`config.mk`:
```
export PLATFORM = sky130hd
export DESIGN_NAME = piano_key_scheduler
export DESIGN_NICKNAME = d
export VERILOG_FILES = /design/src/rtl/piano_key_scheduler.sv
export SDC_FILE = /design/constraint.sdc
export NUM_CORES = 1
export LEC_CHECK = 0
export CORE_MARGIN = 4
export CORE_UTILIZATION = 42
export CTS_CLUSTER_SIZE = 25
export DETAILED_ROUTE_END_ITERATION = 7
export GPL_TIMING_DRIVEN = 1
export SLEW_MARGIN = 20
export SYNTH_ARGS = -nofsm -noshare
export SYNTH_HDL_FRONTEND = slang
export SYNTH_SLANG_ARGS = --single-unit
export TNS_END_PERCENT = 20
```
`constraint.sdc`:
```
create_clock -name iClk -period 2.61 [get_ports iClk]
set_input_delay 0.3915 -clock iClk [delete_from_list [all_inputs] [get_ports iClk]]
set_output_delay 0.3915 -clock iClk [all_outputs]
set_load 0.01 [all_outputs]
```
`src/rtl/piano_key_scheduler.sv`:
```
// Merges keyboard/autoplay key events into a shadow key vector, committed to the renderer-visible vector at frame start.
// Build option: define FIXED_PRIORITY_EN to make requester A always win (default is round-robin).
//
// state      | meaning
// -----------+----------------------------------------------------------
// ST_RUN     | accept events (one per cycle), honour clear-all and frame start
// ST_COMMIT  | single cycle: copy shadow to active, all requesters stalled
module piano_key_scheduler #(
    parameter int KEY_COUNT = 84,
    parameter int IDX_W     = 7
) (
    input  logic             iClk,
    input  logic             iReset,
    input  logic             iReqA_valid,
    input  logic [IDX_W-1:0] iReqA_key,
    input  logic             iReqA_press,
    output logic             oReqA_ready,
    input  logic             iReqB_valid,
    input  logic [IDX_W-1:0] iReqB_key,
    input  logic             iReqB_press,
    output logic             oReqB_ready,
    input  logic             iFrameStart,
    input  logic             iClearAll,
    input  logic [IDX_W-1:0] iRdKey,
    output logic             oRdPressed,
    output logic             oPending,
    output logic [7:0]       oErrCount
);

    localparam logic [0:0] ST_RUN    = 1'b0;
    localparam logic [0:0] ST_COMMIT = 1'b1;
    localparam logic [IDX_W:0] KEY_LIMIT = KEY_COUNT[IDX_W:0];

    logic [0:0]           state_q, state_d;
    logic [KEY_COUNT-1:0] shadow_q, shadow_d;
    logic [KEY_COUNT-1:0] active_q, active_d;
    logic [7:0]           err_cnt_q, err_cnt_d;
    logic                 rd_pressed_q, rd_pressed_d;
`ifndef FIXED_PRIORITY_EN
    logic                 ptr_b_q, ptr_b_d;
`endif

    logic             grant_a;
    logic             grant_b;
    logic             xfer;
    logic [IDX_W-1:0] sel_key;
    logic             sel_press;
    logic             sel_key_ok;

    always_comb begin
        grant_a = 1'b0;
        grant_b = 1'b0;
        if (state_q == ST_RUN && !iFrameStart && !iClearAll && !iReset) begin
`ifdef FIXED_PRIORITY_EN
            grant_a = iReqA_valid;
            grant_b = iReqB_valid && !iReqA_valid;
`else
            if (iReqA_valid && iReqB_valid) begin
                grant_a = !ptr_b_q;
                grant_b = ptr_b_q;
            end else begin
                grant_a = iReqA_valid;
                grant_b = iReqB_valid;
            end
`endif
        end
    end

    assign xfer       = grant_a || grant_b;
    assign sel_key    = grant_a ? iReqA_key : iReqB_key;
    assign sel_press  = grant_a ? iReqA_press : iReqB_press;
    assign sel_key_ok = {1'b0, sel_key} < KEY_LIMIT;

    always_comb begin
        state_d      = state_q;
        shadow_d     = shadow_q;
        active_d     = active_q;
        err_cnt_d    = err_cnt_q;
        rd_pressed_d = ({1'b0, iRdKey} < KEY_LIMIT) ? active_q[iRdKey] : 1'b0;
`ifndef FIXED_PRIORITY_EN
        ptr_b_d = ptr_b_q;
        if (grant_a) begin
            ptr_b_d = 1'b1;
        end else if (grant_b) begin
            ptr_b_d = 1'b0;
        end
`endif
        case (state_q)
            ST_RUN: begin
                // Clear and event are exclusive: a clear cycle never grants.
                if (iClearAll) begin
                    shadow_d = '0;
                end else if (xfer && sel_key_ok) begin
                    shadow_d[sel_key] = sel_press;
                end
                if (xfer && !sel_key_ok && err_cnt_q != 8'hFF) begin
                    err_cnt_d = err_cnt_q + 8'd1;
                end
                if (iFrameStart) begin
                    state_d = ST_COMMIT;
                end
            end
            default: begin
                active_d = shadow_q;
                state_d  = ST_RUN;
            end
        endcase
    end

    always_ff @(posedge iClk) begin
        if (iReset) begin
            state_q      <= ST_RUN;
            shadow_q     <= '0;
            active_q     <= '0;
            err_cnt_q    <= '0;
            rd_pressed_q <= 1'b0;
`ifndef FIXED_PRIORITY_EN
            ptr_b_q      <= 1'b0;
`endif
        end else begin
            state_q      <= state_d;
            shadow_q     <= shadow_d;
            active_q     <= active_d;
            err_cnt_q    <= err_cnt_d;
            rd_pressed_q <= rd_pressed_d;
`ifndef FIXED_PRIORITY_EN
            ptr_b_q      <= ptr_b_d;
`endif
        end
    end

    assign oReqA_ready = grant_a;
    assign oReqB_ready = grant_b;
    assign oRdPressed  = rd_pressed_q;
    assign oPending    = shadow_q != active_q;
    assign oErrCount   = err_cnt_q;

endmodule

```
Word level (Yosys, flattened, before mapping) --
Index checks and enable logic that the tools add are counted.
Storage, ports and cells: bits in registers 179, bits of input ports 29, output and inout bits 12
Cells by class: add/subtract/negate cells 1, magnitude comparators 5, eq/ne operators 2, muxes and demuxes 16, bitwise operators 2, reductions and logical operators 20
Operators with widths (number):
- 2-to-1 mux 84 bit | 2
- bitwise mux 84 bit | 1
- inequality test 84 bit | 1
- less-than comparator 7 x 8 -> 1 bit (second input constant) | 2
- less-than comparator 7 bit (second input constant) | 2
- 2-to-1 mux 1 bit | 10
- adder 8 x 1 -> 8 bit (second input constant) | 1
- logical AND 1 bit | 8
- inequality test 8 bit (second input constant) | 1
- binary-select mux 1 bit (select 7 bit) | 1
- demux 1 bit (select 7 bit) | 1
- >= comparator 7 x 1 -> 1 bit (second input constant) | 1
- 2-to-1 mux 7 bit | 1
- logical NOT 1 bit | 5
- AND reduction 2 bit | 2
- nonzero test 2 bit | 2
- OR reduction 2 bit | 2
- NOT 1 bit | 2
- logical OR 1 bit | 1

Logic depth before layout (Yosys ltp) --
word-level depth 13, depth in mapped cells 10, gate-level depth less buffers 6

Worst setup path before layout --
OpenSTA, ideal clock, no wires.
path type input port to flip-flop, start point input iReqB_key[4], end point register shadow_q[10], library setup time 132 ps, arrival 2196 ps, data required time 2478 ps, path slack 282 ps, stages on the path 6, path buffers 1, cell sequence clkbuf_1 -> or4b_2 -> a211oi_1 -> a221oi_1 -> o31ai_1 -> a21oi_1
Between the ends: cells in the longest elaborated chain, start to end 8
Ends and longest elaborated chain:
- start, declared | line 19 | input logic [IDX_W-1:0] iReqB_key,
- 2-to-1 mux 7 bit (*) | line 70 | assign sel_key = grant_a ? iReqA_key : iReqB_key;
- less-than comparator 7 x 8 -> 1 bit (implied by the code) or >= comparator 7 x 1 -> 1 bit (tied branches) | line 94 | shadow_d[sel_key] = sel_press;
- logical AND 1 bit (implied by the code) | line 94
- 2-to-1 mux 1 bit (implied by the code) | line 94
- demux 1 bit (select 7 bit) | line 94
- bitwise mux 84 bit | line 94
- 2-to-1 mux 84 bit | line 93 | end else if (xfer && sel_key_ok) begin
- 2-to-1 mux 84 bit | line 91 | if (iClearAll) begin
- end signal, assigned | line 122 | shadow_q <= shadow_d;
- end, declared | line 35 | logic [KEY_COUNT-1:0] shadow_q, shadow_d;
Mark *: on every way between the ends. The rest lies on a longest branch, timed or not. The select of a mux whose other input is x is not followed. A chain may end at the register's enable or synchronous reset.

Worst setup path in the final report --
start point register active_q[63], end point output oPending
Between the ends: cells in the longest elaborated chain, start to end 1
Ends and longest elaborated chain:
- start, declared | line 36 | logic [KEY_COUNT-1:0] active_q, active_d;
- start signal, assigned | line 123 | active_q <= active_d;
- inequality test 84 bit | line 135 | assign oPending = shadow_q != active_q;
- end, declared | line 26 | output logic oPending,
Every way passes these cells.

==> Flow_metrics.wiki <==
{| class="wikitable"
! Metric !! Value
|-
| Setup WS pre-CTS || -0.3573 ns
|-
| Least-Margin Pin Slew || just under 1 ns
|-
| Final worst setup slack || 0.04233 ns
|-
| Final net count || approximately 1,200
|-
| Clock Path Buffers || 2
|-
| Sort of element at the end of the critical path || output port
|-
| Final slew viol count || 0
|-
| Total power divided by cell area || 508.0 mW/mm²
|-
| # port buffers || 40
|-
| Final HPWL from detailed placement || ~23,000 µm
|-
| YS warnings || 0
|-
| Synth Cell Area || 0.009564 mm²
|-
| Die area || 0.02525 mm²
|-
| Max-cap violations || 0
|-
| Arr. time, crit path || 2.18 ns
|-
| Largest area contributor in the synthesized netlist || sky130_fd_sc_hd__dfxtp_1
|-
| Placement Rows || 54
|-
| Hold buffer count at CTS || 0
|-
| Async SR Flop Fraction || 0%
|-
| Seq/Total Area, Yosys || around 37%
|-
| Final setup violation count || 0
|-
| Standard cell area after detailed placement || 0.01118 mm²
|-
| Outcome || complete, no violations
|-
| Largest net degree at the start of global routing || 60
|-
| Dominant register cell in the synthesized netlist || sky130_fd_sc_hd__dfxtp_1
|-
| Unrepaired setup endpoints after global routing || yes
|-
| Synth-to-layout area growth || 24.75%
|-
| Top-area cell type share of the netlist area || 37.47%
|-
| Critical Path Start || active_q[63]$_SDFFE_PP0P_
|-
| Synthesized instance count || 1,001
|-
| Final critical delay including setup and external delays || 2.568 ns
|-
| Post-synthesis sequential element count || approximately 180
|-
| Detailed-route vias per instance || 6.043
|-
| Classification of the worst-slack hold path || in2reg
|-
| WL/cell || 22.27 µm
|-
| Clk_lat worst skew || 0.43 ns
|-
| Ratio of final minimum period to clock period || 98.38%
|-
| Final instance area || 0.01193 mm²
|-
| Iter 0 DRT Violations || 823
|-
| Worst setup path class || reg2out
|-
| Count of antenna diodes in the layout || 0
|-
| Startpoint type of the worst setup path || flop
|-
| Largest cells by area after synthesis || sky130_fd_sc_hd__dfxtp_1 (37%), sky130_fd_sc_hd__mux2i_1 (9.5%), sky130_fd_sc_hd__mux4_2 (5.2%)
|-
| Global-route wire length before repair || 49,490 µm
|-
| Worst hold margin || about 0.47 ns
|-
| Total power consumption of the routed design || around 6.1 mW
|-
| Share of final-layout standard cells stronger than drive strength 1 || 22.66%
|-
| Worst flop-to-flop path startpoint || state_q$_SDFF_PP0_
|-
| Fmax || approximately 0.39 GHz
|-
| Overall track demand over capacity in global routing || 24.77%
|-
| TritonCTS clock tree || built
|-
| Crit-path max FO || 3
|-
| Die width || roughly 160 µm
|-
| Remaining design rule violation count || 0
|-
| Pleak || 4.457 nW
|-
| Number of vias in the routed layout || 8,599
|-
| Clock Tree Root || sky130_fd_sc_hd__clkbuf_16
|-
| Fin Clk Skew || 0.01007 ns
|-
| Final Util || 54.00%
|-
| Vias in the first global route || 8,307
|-
| Total wire length || 31,700 µm
|-
| Relative slew margins || 34.56%
|-
| Overall die height || around 160 µm
|-
| Clock-pin slew on the worst setup and hold paths || about 0.070 ns
|-
| Cell count after placement || 1,386
|-
| Final hold violations || 0
|-
| Routability congestion estimate || ~0.90
|-
| Netlist cell types || 79
|-
| Nets in the synthesized netlist || 1,031
|-
| Average cell area after synthesis || between 9 and 10 µm²
|-
| I/O pin total || 41
|-
| Core area || roughly 0.022 mm²
|-
| Maximum resistive drop on vdd || roughly 0.00028 V
|-
| Count of flip-flops with a built-in enable after synthesis || 0
|-
| Setup tns final || 0 ns
|-
| Total overflow reported by the global router || 0
|-
| Antenna violations before repair || 0
|-
| H-tree levels || 4
|-
| Worst endpoint required time || approximately 2.2 ns
|-
| Worst hold path cell count || 4
|-
| Hold wc startpoint || iReset
|-
| Post-layout instance count excluding filler cells || 1,423
|-
| Number of buffers added by the clock tree synthesis step || 17
|-
| Number of iterations in the first detailed-routing pass || 5
|-
| Worst r2r path cells || 5
|-
| Starting Density || 43.29%
|-
| Count of antenna-violating nets left after detailed routing || 0
|-
| Total clock sinks || 179
|}
## cells in the mapped netlist, drive strengths merged, types with 14 or more instances
library cell and instances:
dfxtp 179, nor2 113, mux2i 91, nand3 62, xnor2 52, a32o 43, buf 43, clkbuf 38
xor2 33, nand4 30, o21ai 25, a21oi 24, inv 24, a211oi 22, mux4 22, o311ai 22
nor4 15, nand2 14
## layout by cell type (no fill, tap or decap), types with 12 or more instances in the layout
| cell type | netlist | routed |
|---|---|---|
| sky130_fd_sc_hd__o21ai_0 | 23 | 23 |
| sky130_fd_sc_hd__nand4_1 | 30 | 30 |
| sky130_fd_sc_hd__a32o_1 | 43 | 43 |
| sky130_fd_sc_hd__nor2_1 | 113 | 112 |
| sky130_fd_sc_hd__a21oi_1 | 24 | 24 |
| sky130_fd_sc_hd__nand2_1 | 14 | 14 |
| sky130_fd_sc_hd__mux2i_1 | 91 | 91 |
| sky130_fd_sc_hd__a211oi_1 | 22 | 21 |
| sky130_fd_sc_hd__xor2_1 | 33 | 32 |
| sky130_fd_sc_hd__mux4_2 | 22 | 22 |
| sky130_fd_sc_hd__nand3_1 | 61 | 61 |
| sky130_fd_sc_hd__o22ai_1 | 12 | 12 |
| sky130_fd_sc_hd__dfxtp_1 | 179 | 171 |
| sky130_fd_sc_hd__buf_4 | 6 | 139 |
| sky130_fd_sc_hd__clkbuf_16 | 0 | 17 |
| sky130_fd_sc_hd__clkdlybuf4s50_1 | 0 | 35 |
| sky130_fd_sc_hd__o311ai_0 | 21 | 21 |
| sky130_fd_sc_hd__xnor2_1 | 52 | 50 |
| sky130_fd_sc_hd__inv_1 | 23 | 23 |
## sequential cells by signal, summed over array words and instances, names as in the netlist
signal	cells
active_q	84
shadow_q	84
oErrCount	8
oRdPressed	1
ptr_b_q	1
state_q	1
## report_power, final
| group | internal [mW] | switching (mW) | leakage (nW) |
|---|---|---|---|
| combinational | 0.241 | 0.356 | 2.70 |
| sequential | 2.73 | 0.00333 | 1.45 |
| clock | 1.50 | 1.24 | 0.308 |
## timing repair
action	in CTS	in global routing
gates cloned	0	1
resized for setup	9	19
buffers inserted	1	3
pin swaps	2	10
setup endpoints to repair	3	26
## metal layers
layer	vias to the layer above	routed length, µm	GRT usage, %
met5	-	0	0
met4	0	648	6.154
met3	42	2131	4.095
li1	4059	-	-
met2	330	14520	39.91
met1	4168	14390	34.89
## path summary, 6_finish.rpt
kind / endpoint / slack (ns)
worst min-delay path: shadow_q[51]$_SDFFE_PP0P_ / 0.47
worst min register to register: state_q$_SDFF_PP0_ / 0.49
worst max-delay path: oPending / 0.04
worst max register to register: shadow_q[37]$_SDFFE_PP0P_ / 0.14
## cell type report
type,count,area [µm²]
fill,2012,10160
multi-input combinational,717,5615
sequential,179,3598
timing repair buffer,191,1653
clock buffer,18,439.2
tap,280,350.3
clock inverter,14,185.2
inverter,24,90.09
## critical path, stage by stage (launching register included)
cell and delay [ns]:
sky130_fd_sc_hd__dfxtp_4 0.37, sky130_fd_sc_hd__xnor2_4 0.19, sky130_fd_sc_hd__nand4_1 0.13, sky130_fd_sc_hd__or4_4 0.58, sky130_fd_sc_hd__nor4_4 0.16, sky130_fd_sc_hd__nand4_1 0.13
sky130_fd_sc_hd__buf_2 0.18
## logic make-up after synthesis
group           Yosys count  synth area share [%]
compound gates          216                 17.99
xor+xnor                 85                 7.784
fa+ha+maj                 1                0.1308
buf+inv                 105                 4.919
flops                   179                 37.47
mux                     113                 14.70
simple gates            302                 17.01
No activity file was read; power rests on OpenSTA's default activity.
